$ cat config.mk
export PLATFORM = sky130hd
export DESIGN_NAME = piso_tx
export DESIGN_NICKNAME = d
export VERILOG_FILES = /design/src/rtl/piso_pkg.sv /design/src/rtl/piso_hold.sv /design/src/rtl/piso_tx.sv
export SDC_FILE = /design/constraint.sdc
export NUM_CORES = 1
export LEC_CHECK = 0
export BUFFER_PORTS_ARGS = -buffer_cell sky130_fd_sc_hd__buf_2
export CORE_MARGIN = 2
export CORE_UTILIZATION = 42
export DETAILED_ROUTE_END_ITERATION = 7
export HOLD_SLACK_MARGIN = 0.08
export SLEW_MARGIN = 20
export SYNTH_ARGS = -nofsm -noshare
export SYNTH_HDL_FRONTEND = slang
export SYNTH_SLANG_ARGS = --single-unit
$ cat constraint.sdc
create_clock -name clk -period 1.5 [get_ports clk]
set_input_delay 0.075 -clock clk [delete_from_list [all_inputs] [get_ports clk]]
set_output_delay 0.075 -clock clk [all_outputs]
set_load 0.01 [all_outputs]
$ cat src/rtl/piso_pkg.sv
// piso_pkg: shared definitions for the parallel-in/serial-out transmitter.
//   state_t : FSM state encoding (IDLE, SHIFT)
//   cnt_w() : bit-counter width for a given word width
package piso_pkg;

  typedef enum logic {
    IDLE  = 1'b0,
    SHIFT = 1'b1
  } state_t;

  // Width needed to hold a count of WIDTH-1 down to 0.
  function automatic int cnt_w(input int width);
    return $clog2(width);
  endfunction

endpackage

$ cat src/rtl/piso_hold.sv
// piso_hold: one-entry valid/ready holding register in front of the shifter.
// Ports:
//   clk, rst_n  : clock, asynchronous active-low reset
//   pi_data     : parallel word offered by the producer
//   pi_valid    : pi_data is valid
//   pi_ready    : register empty; word accepted when pi_valid && pi_ready
//   load        : shifter takes the held word this edge (empties the register)
//   hold_data   : held word
//   hold_full   : register holds a word
module piso_hold
  import piso_pkg::*;
#(
  parameter int WIDTH = 4
) (
  input  logic             clk,
  input  logic             rst_n,
  input  logic [WIDTH-1:0] pi_data,
  input  logic             pi_valid,
  output logic             pi_ready,
  input  logic             load,
  output logic [WIDTH-1:0] hold_data,
  output logic             hold_full
);

  logic accept;

  // pi_ready comes straight from the full flag, so the producer never sees a
  // combinational path back from its own pi_valid.
  assign pi_ready = !hold_full;
  assign accept   = pi_valid && !hold_full;

  // load only happens while full and accept only while empty, so the two can
  // never collide in the same cycle.
  always_ff @(posedge clk or negedge rst_n) begin
    if (!rst_n) begin
      hold_full <= 1'b0;
      hold_data <= '0;
    end else begin
      if (load) begin
        hold_full <= 1'b0;
      end else if (accept) begin
        hold_full <= 1'b1;
      end
      if (accept) begin
        hold_data <= pi_data;
      end
    end
  end

endmodule

$ cat src/rtl/piso_tx.sv
// piso_tx: parallel-in/serial-out transmitter, MSB first, feeding a
// left-shifting SIPO. One word is buffered in piso_hold while the shifter
// drains the previous one, so words stream with no idle bubble.
// Ports:
//   clk, rst_n : clock, asynchronous active-low reset
//   pi_data    : parallel word (WIDTH bits)
//   pi_valid   : pi_data valid
//   pi_ready   : holding register empty
//   so         : serial bit, MSB first
//   so_valid   : so carries a valid bit
//   so_ready   : consumer takes so at this edge
//   so_last    : current bit is bit 0 of its word
//   busy       : shifter active or holding register full
module piso_tx
  import piso_pkg::*;
#(
  parameter int WIDTH = 4
) (
  input  logic             clk,
  input  logic             rst_n,
  input  logic [WIDTH-1:0] pi_data,
  input  logic             pi_valid,
  output logic             pi_ready,
  output logic             so,
  output logic             so_valid,
  input  logic             so_ready,
  output logic             so_last,
  output logic             busy
);

  localparam int CNT_W = cnt_w(WIDTH);
  localparam logic [CNT_W-1:0] CNT_LOAD = CNT_W'(WIDTH - 1);

  state_t           state;
  logic [WIDTH-1:0] sh;
  logic [CNT_W-1:0] bit_cnt;
  logic [WIDTH-1:0] hold_data;
  logic             hold_full;
  logic             last_bit;
  logic             load;

  assign last_bit = (bit_cnt == '0);

  // The held word moves into the shifter either from IDLE or right as the
  // final bit of the current word is consumed (back-to-back streaming).
  assign load = hold_full &&
                ((state == IDLE) || (so_ready && last_bit));

  piso_hold #(
    .WIDTH (WIDTH)
  ) u_hold (
    .clk       (clk),
    .rst_n     (rst_n),
    .pi_data   (pi_data),
    .pi_valid  (pi_valid),
    .pi_ready  (pi_ready),
    .load      (load),
    .hold_data (hold_data),
    .hold_full (hold_full)
  );

  // Shifter FSM. With so_ready low nothing changes, so so/so_last stay
  // stable while so_valid is held. The counter is only reloaded at a load and
  // only decremented while non-zero, so it cannot wrap.
  always_ff @(posedge clk or negedge rst_n) begin
    if (!rst_n) begin
      state   <= IDLE;
      sh      <= '0;
      bit_cnt <= '0;
    end else begin
      case (state)
        IDLE: begin
          if (hold_full) begin
            sh      <= hold_data;
            bit_cnt <= CNT_LOAD;
            state   <= SHIFT;
          end
        end
        SHIFT: begin
          if (so_ready) begin
            if (!last_bit) begin
              sh      <= {sh[WIDTH-2:0], 1'b0};
              bit_cnt <= bit_cnt - CNT_W'(1);
            end else if (hold_full) begin
              sh      <= hold_data;
              bit_cnt <= CNT_LOAD;
            end else begin
              sh      <= '0;
              state   <= IDLE;
            end
          end
        end
        default: begin
          state   <= IDLE;
          sh      <= '0;
          bit_cnt <= '0;
        end
      endcase
    end
  end

  // Outputs are decoded from registers only; nothing passes from an input.
  assign so_valid = (state == SHIFT);
  assign so       = so_valid & sh[WIDTH-1];
  assign so_last  = so_valid & last_bit;
  assign busy     = so_valid | hold_full;

endmodule

=== After elaboration in Yosys (flattened, before gate mapping) ===
Cells that the tools add are included.

* Add/subtract/negate cells: 1
* Multiply operators: 0
* Div/mod/pow operators: 0
* Magnitude comparators: 0
* Equality and inequality tests: 2
* Shift-type cells: 0
* Multiplexer cells: 15
* Bitwise operators: 4
* Reductions and logical operators: 8

{| class="wikitable"
|+ Operators with widths
! cell !! count
|-
| $mux 4 || 4
|-
| $pmux 4 s2 || 1
|-
| $mux 2 || 3
|-
| $mux 1 || 5
|-
| $pmux 2 s2 || 1
|-
| $logic_and 1x1->1 || 3
|-
| $and 1x1->1 || 2
|-
| $logic_not 2->1 || 1
|-
| $ne 2x1->1 const B || 1
|-
| $ne 2x2->1 const B || 1
|-
| $pmux 1 s2 || 1
|-
| $reduce_and 2->1 || 1
|-
| $reduce_bool 2->1 || 1
|-
| $sub 2x1->2 const B || 1
|-
| $logic_not 1->1 || 1
|-
| $logic_or 1x1->1 || 1
|-
| $not 1->1 || 1
|-
| $or 1x1->1 || 1
|}

* Flip-flop bits (word level): 12
* Bits in latches: 0
* Bits in writable memories: 0
* ROM bits: 0
* Input bits: 8
* Output and inout bits: 5
* Word-level logic and storage cells: 35
* Memories kept: 0

=== Depth between registers and ports, before layout ===
* Depth after elaboration: 5
* Depth in mapped cells: 4
* Depth with buffers taken out: 3

=== Cells and area by module ===
From an unflattened synthesis, not the netlist that was laid out.

* Cells, all modules: 54
* Area total of the unflattened synthesis: 594.3 µm²

{| class="wikitable"
|+ By module, submodules not included
! module !! times used !! cells each !! area each (µm²) !! seq. area each (µm²)
|-
| piso_tx || 1 || 41 || 384.1 || 175.2
|-
| piso_hold || 1 || 13 || 210.2 || 125.1
|}

=== Worst setup path after synthesis ===
No wires, ideal clock.

* Kind: reg2reg
* From: register u_hold.hold_full
* To: register u_hold.hold_data[0]
* Setup time: 0.125 ns
* Arrival: 1.049 ns
* Data required time: 1.375 ns
* Slack: 0.326 ns
* Cell stages (with the launch flop): 3
* Buffers on the path: 0
* Clock period less this slack: 1.174 ns
* Path through: dfrtp_1 > nor2b_1 > mux2_2

* Word-level cells in the longest chain between the ends: 2

{| class="wikitable"
|+ Ends and longest elaborated chain
! item !! RTL line !! RTL
|-
| start: declaration || piso_hold.sv:22 || <nowiki>output logic hold_full</nowiki>
|-
| start signal: assignment || piso_hold.sv:36 || <nowiki>hold_full <= 1'b0;</nowiki>
|-
| start signal: assignment || piso_hold.sv:40 || <nowiki>hold_full <= 1'b0;</nowiki>
|-
| start signal: assignment || piso_hold.sv:42 || <nowiki>hold_full <= 1'b1;</nowiki>
|-
| $logic_not 1->1 || piso_hold.sv:30 || <nowiki>assign accept = pi_valid && !hold_full;</nowiki>
|-
| $logic_and 1x1->1 || piso_hold.sv:30 ||
|-
| end signal: assignment || piso_hold.sv:45 || <nowiki>hold_data <= pi_data;</nowiki>
|-
| end: declaration || piso_hold.sv:21 || <nowiki>output logic [WIDTH-1:0] hold_data,</nowiki>
|}

Every way passes these cells.
A chain may end at the register's enable or synchronous reset.

=== Final worst setup path ===
* From: register bit_cnt[0]
* To: output port so_last

* Word-level cells in the longest chain between the ends: 2

{| class="wikitable"
|+ Ends and longest elaborated chain
! item !! RTL line !! RTL
|-
| start: declaration || piso_tx.sv:36 || <nowiki>logic [CNT_W-1:0] bit_cnt;</nowiki>
|-
| start signal: assignment || piso_tx.sv:83 || <nowiki>bit_cnt <= bit_cnt - CNT_W'(1);</nowiki>
|-
| $logic_not 2->1 || piso_tx.sv:42 || <nowiki>assign last_bit = (bit_cnt == '0);</nowiki>
|-
| $and 1x1->1 || piso_tx.sv:105 || <nowiki>assign so_last = so_valid & last_bit;</nowiki>
|-
| end: declaration || piso_tx.sv:27 || <nowiki>output logic so_last,</nowiki>
|}

Every way passes these cells.

==> results.md <==
* IO Pins at 13
* RSZ-0062 raised after global routing: false
* PD cells at 1980 nW/µm²
* Hold wc startpoint: so_ready
* Kind of critical path: reg2out
* Initial Util at 43.4%
* P_leak at 0.326 nW
* CTS tree: done
* Clk_skew at about 0.0033 ns
* Placement Setup Slack at around 0.2 ns
* Post-synthesis cell count at 52
* Core region area at roughly 1300 µm²
* Mapped Area at 551 µm²
* Fmax at between 700 and 800 MHz
* Setup violations, final at 0
* Min Clock Period, post-route at 1.36 ns
* Critical Path Max Stage Delay at 0.44 ns
* Startpoint type of the worst setup path: register
* Reg2reg path depth at 2
* Worst Path Buf+Inv at 1
* Hold Path Class: in2reg
* Starting DRC count in detailed routing at 3
* Worst Setup Slack, final at between 0.1 and 0.15 ns
* Deepest clock path buffer count at 2
* Final period utilization at 90.8%
* Relative slew slack at 73.0%
* Die ar. at 1620 µm²
* Die X at 40.2 µm
* Netlist cell types at 20
* Crit end category: output pin
* Cell Area, Placed at 632 µm²
* Worst IR Drop VDD at around 1.0 mV
* Reg-to-Reg Start: u_hold.hold_full$_DFFE_PN0P_
* Initial antenna violation count at 0
* Cell type with the largest total area after synthesis: dfrtp_1
* Max Cap Viol at 0
* Min-Delay Endpoint: so_valid$_DFF_PN0_
* Fin. max-slew vios at 0
* Port Buffers at 12
* Syn Nets at 60
* Residual DRC count at 0
* Final nets at around 80
* RePlAce Congestion at 0.832
* Synthesized flop and latch total at 12
* Global-route wire length before repair at 1580 µm
* Avg Vias per Cell at ~5
* Num rows at 13
* Final hold viol count at 0
* Ys Warns at 0
* Setup TNS at 0 ns
* Post-DR wirelength/cell at 11.6 µm
* WP data required at roughly 1.4 ns
* Layout area overhead at 30.5%
* Crit-path cells: or2_2 -> nor2_1 -> buf_2
* Cell family with most CP delay: flip-flops
* Total inserted antenna cells at 0
* Post-synth EDFFs at 0
* Largest net degree at the start of global routing at 13
* Synth Flop Type: dfrtp_1
* Synth top area cells: dfrtp_1, mux2_2, nor2_1, o21ai_0, a31oi_1
* Sequential area share after synthesis at 54.5%
* Die Y-Extent at ~40 µm
* FILL cells at 121
* TritonCTS Buffers at 3
* R2r setup slk at 0.20 ns
* Post-DRT Antenna Nets at 0
* Layout cells sized above 1 at 34.2%
* Routed WL at 1020 µm
* DR vias at around 440
* Avg Inst Size Synth at ~11 µm²
* Detailed Place HPWL at 757 µm
* PnR Total Power at 1.42 mW
* Crit-path max FO at 6
* Resize count post-CTS at 0
* Clk_lat worst skew at 0.28 ns
* TritonRoute pass-1 iters at 2
* Reg-to-Reg End: u_hold.hold_data[3]$_DFFE_PN0P_
* Clk root buf: clkbuf_4
* Vias in the first global route at 372
* H-tree Lvls at 1
* Num Clock Sinks at 12
* Share of flip-flops with an asynchronous set or reset at 100%
* Hold Crit Depth at 3
* Grt ovf at 0
* Design Area, Final at 718 µm²
* Outcome: complete, no violations
* Critical Path AT at around 1.3 ns
* Clock-pin slew on the worst setup and hold paths at 0.08 ns
* Gr usage total at 16.1%
* Slew of the pin with the lowest slew margin at between 0.4 and 0.5 ns
* CP max-delay cell: dfrtp_1
* Synth top area share at 54.5%
==> what timing repair did <==
item                                   CTS  global route
endpoints found under the hold margin   16             0
hold buffers                             5             0
setup buffers                            0             0
==> metal layers <==
layer | routed length, µm | up-vias | track usage, % | part of all wire [%]
met4 | 30 | 0 | 15.0 | 2.9
met1 | 493 | 199 | 21.0 | 48
met2 | 466 | 10 | 20.6 | 46
met5 | 0 | - | 0 | 0
met3 | 34 | 3 | 5.00 | 3.3
li1 | - | 226 | - | -
==> cell usage in the layout (no fill, tap or decap), types with 4 or more instances in the layout <==
cell,instances
dfrtp_1,12
o21ai_0,4
buf_2,12
mux2_2,5
nor2_1,6
dlygate4sd3_1,5
==> state kept, by name, summed over array words and instances, names as in the netlist <==
name              count
sh                    4
u_hold.hold_data      4
bit_cnt               2
so_valid              1
u_hold.hold_full      1
==> worst min-delay path: stages <==
cell	delay, ns
buf_2	0.12
nand2_1	0.08
a21o_1	0.11
==> Yosys cell counts, drive strengths merged, types with 2 or more instances <==
master,n
nor2,6
nand2,3
mux2,5
nand2b,2
dfrtp,12
inv,3
a31oi,3
nand3,3
o21ai,4
==> cells by family after synthesis <==
kind of cell	after synthesis	share of synthesized area, %
AOI/OAI and AO/OA	13	15.5
buffers and inverters	4	2.95
DFF	12	54.5
muxes	5	10.2
and+or+nand+nor	18	16.8
==> worst max-delay path by stage <==
stage                                            start                               to  slack (ns)  cells past startpoint
after floorplan           u_hold.hold_full$_DFFE_PN0P_  u_hold.hold_data[0]$_DFFE_PN0P_        0.33                      2
after global routing            bit_cnt[0]$_DFFE_PN0P_                          so_last        0.06                      3
after detailed placement  u_hold.hold_full$_DFFE_PN0P_  u_hold.hold_data[3]$_DFFE_PN0P_        0.20                      2
after global placement    u_hold.hold_full$_DFFE_PN0P_  u_hold.hold_data[1]$_DFFE_PN0P_        0.24                      2
after CTS                       bit_cnt[0]$_DFFE_PN0P_                          so_last        0.12                      3
final                           bit_cnt[0]$_DFFE_PN0P_                          so_last        0.14                      3
==> area by class of cell <==
class	count	area, µm²	area share, %
multi-input combinational	36	234	32.6
clock buffer	4	36.3	5.05
sequential	12	300	41.8
tap	15	18.8	2.61
timing repair buffer	18	118	16.4
inverter	3	11.3	1.57
==> power breakdown <==
group / internal (mW) / total [mW] / leakage, nW / switching [mW]
clock: 0.148 / 0.266 / 0.0210 / 0.118
sequential: 0.485 / 0.606 / 0.139 / 0.121
combinational: 0.284 / 0.548 / 0.166 / 0.263
total: 0.917 / 1.42 / 0.326 / 0.502
==> per-stage QoR <==
step	utilization, %	hold WS (ns)	std cells
after detailed placement	49.8	-0.0332	79
after floorplan	-	-0.221	52
after CTS	56.6	0.123	88
after global placement	49.8	-0.0351	79
final	56.6	0.133	88
after global routing	56.6	0.150	88
Note: power is estimated with default switching activity, not from simulation.
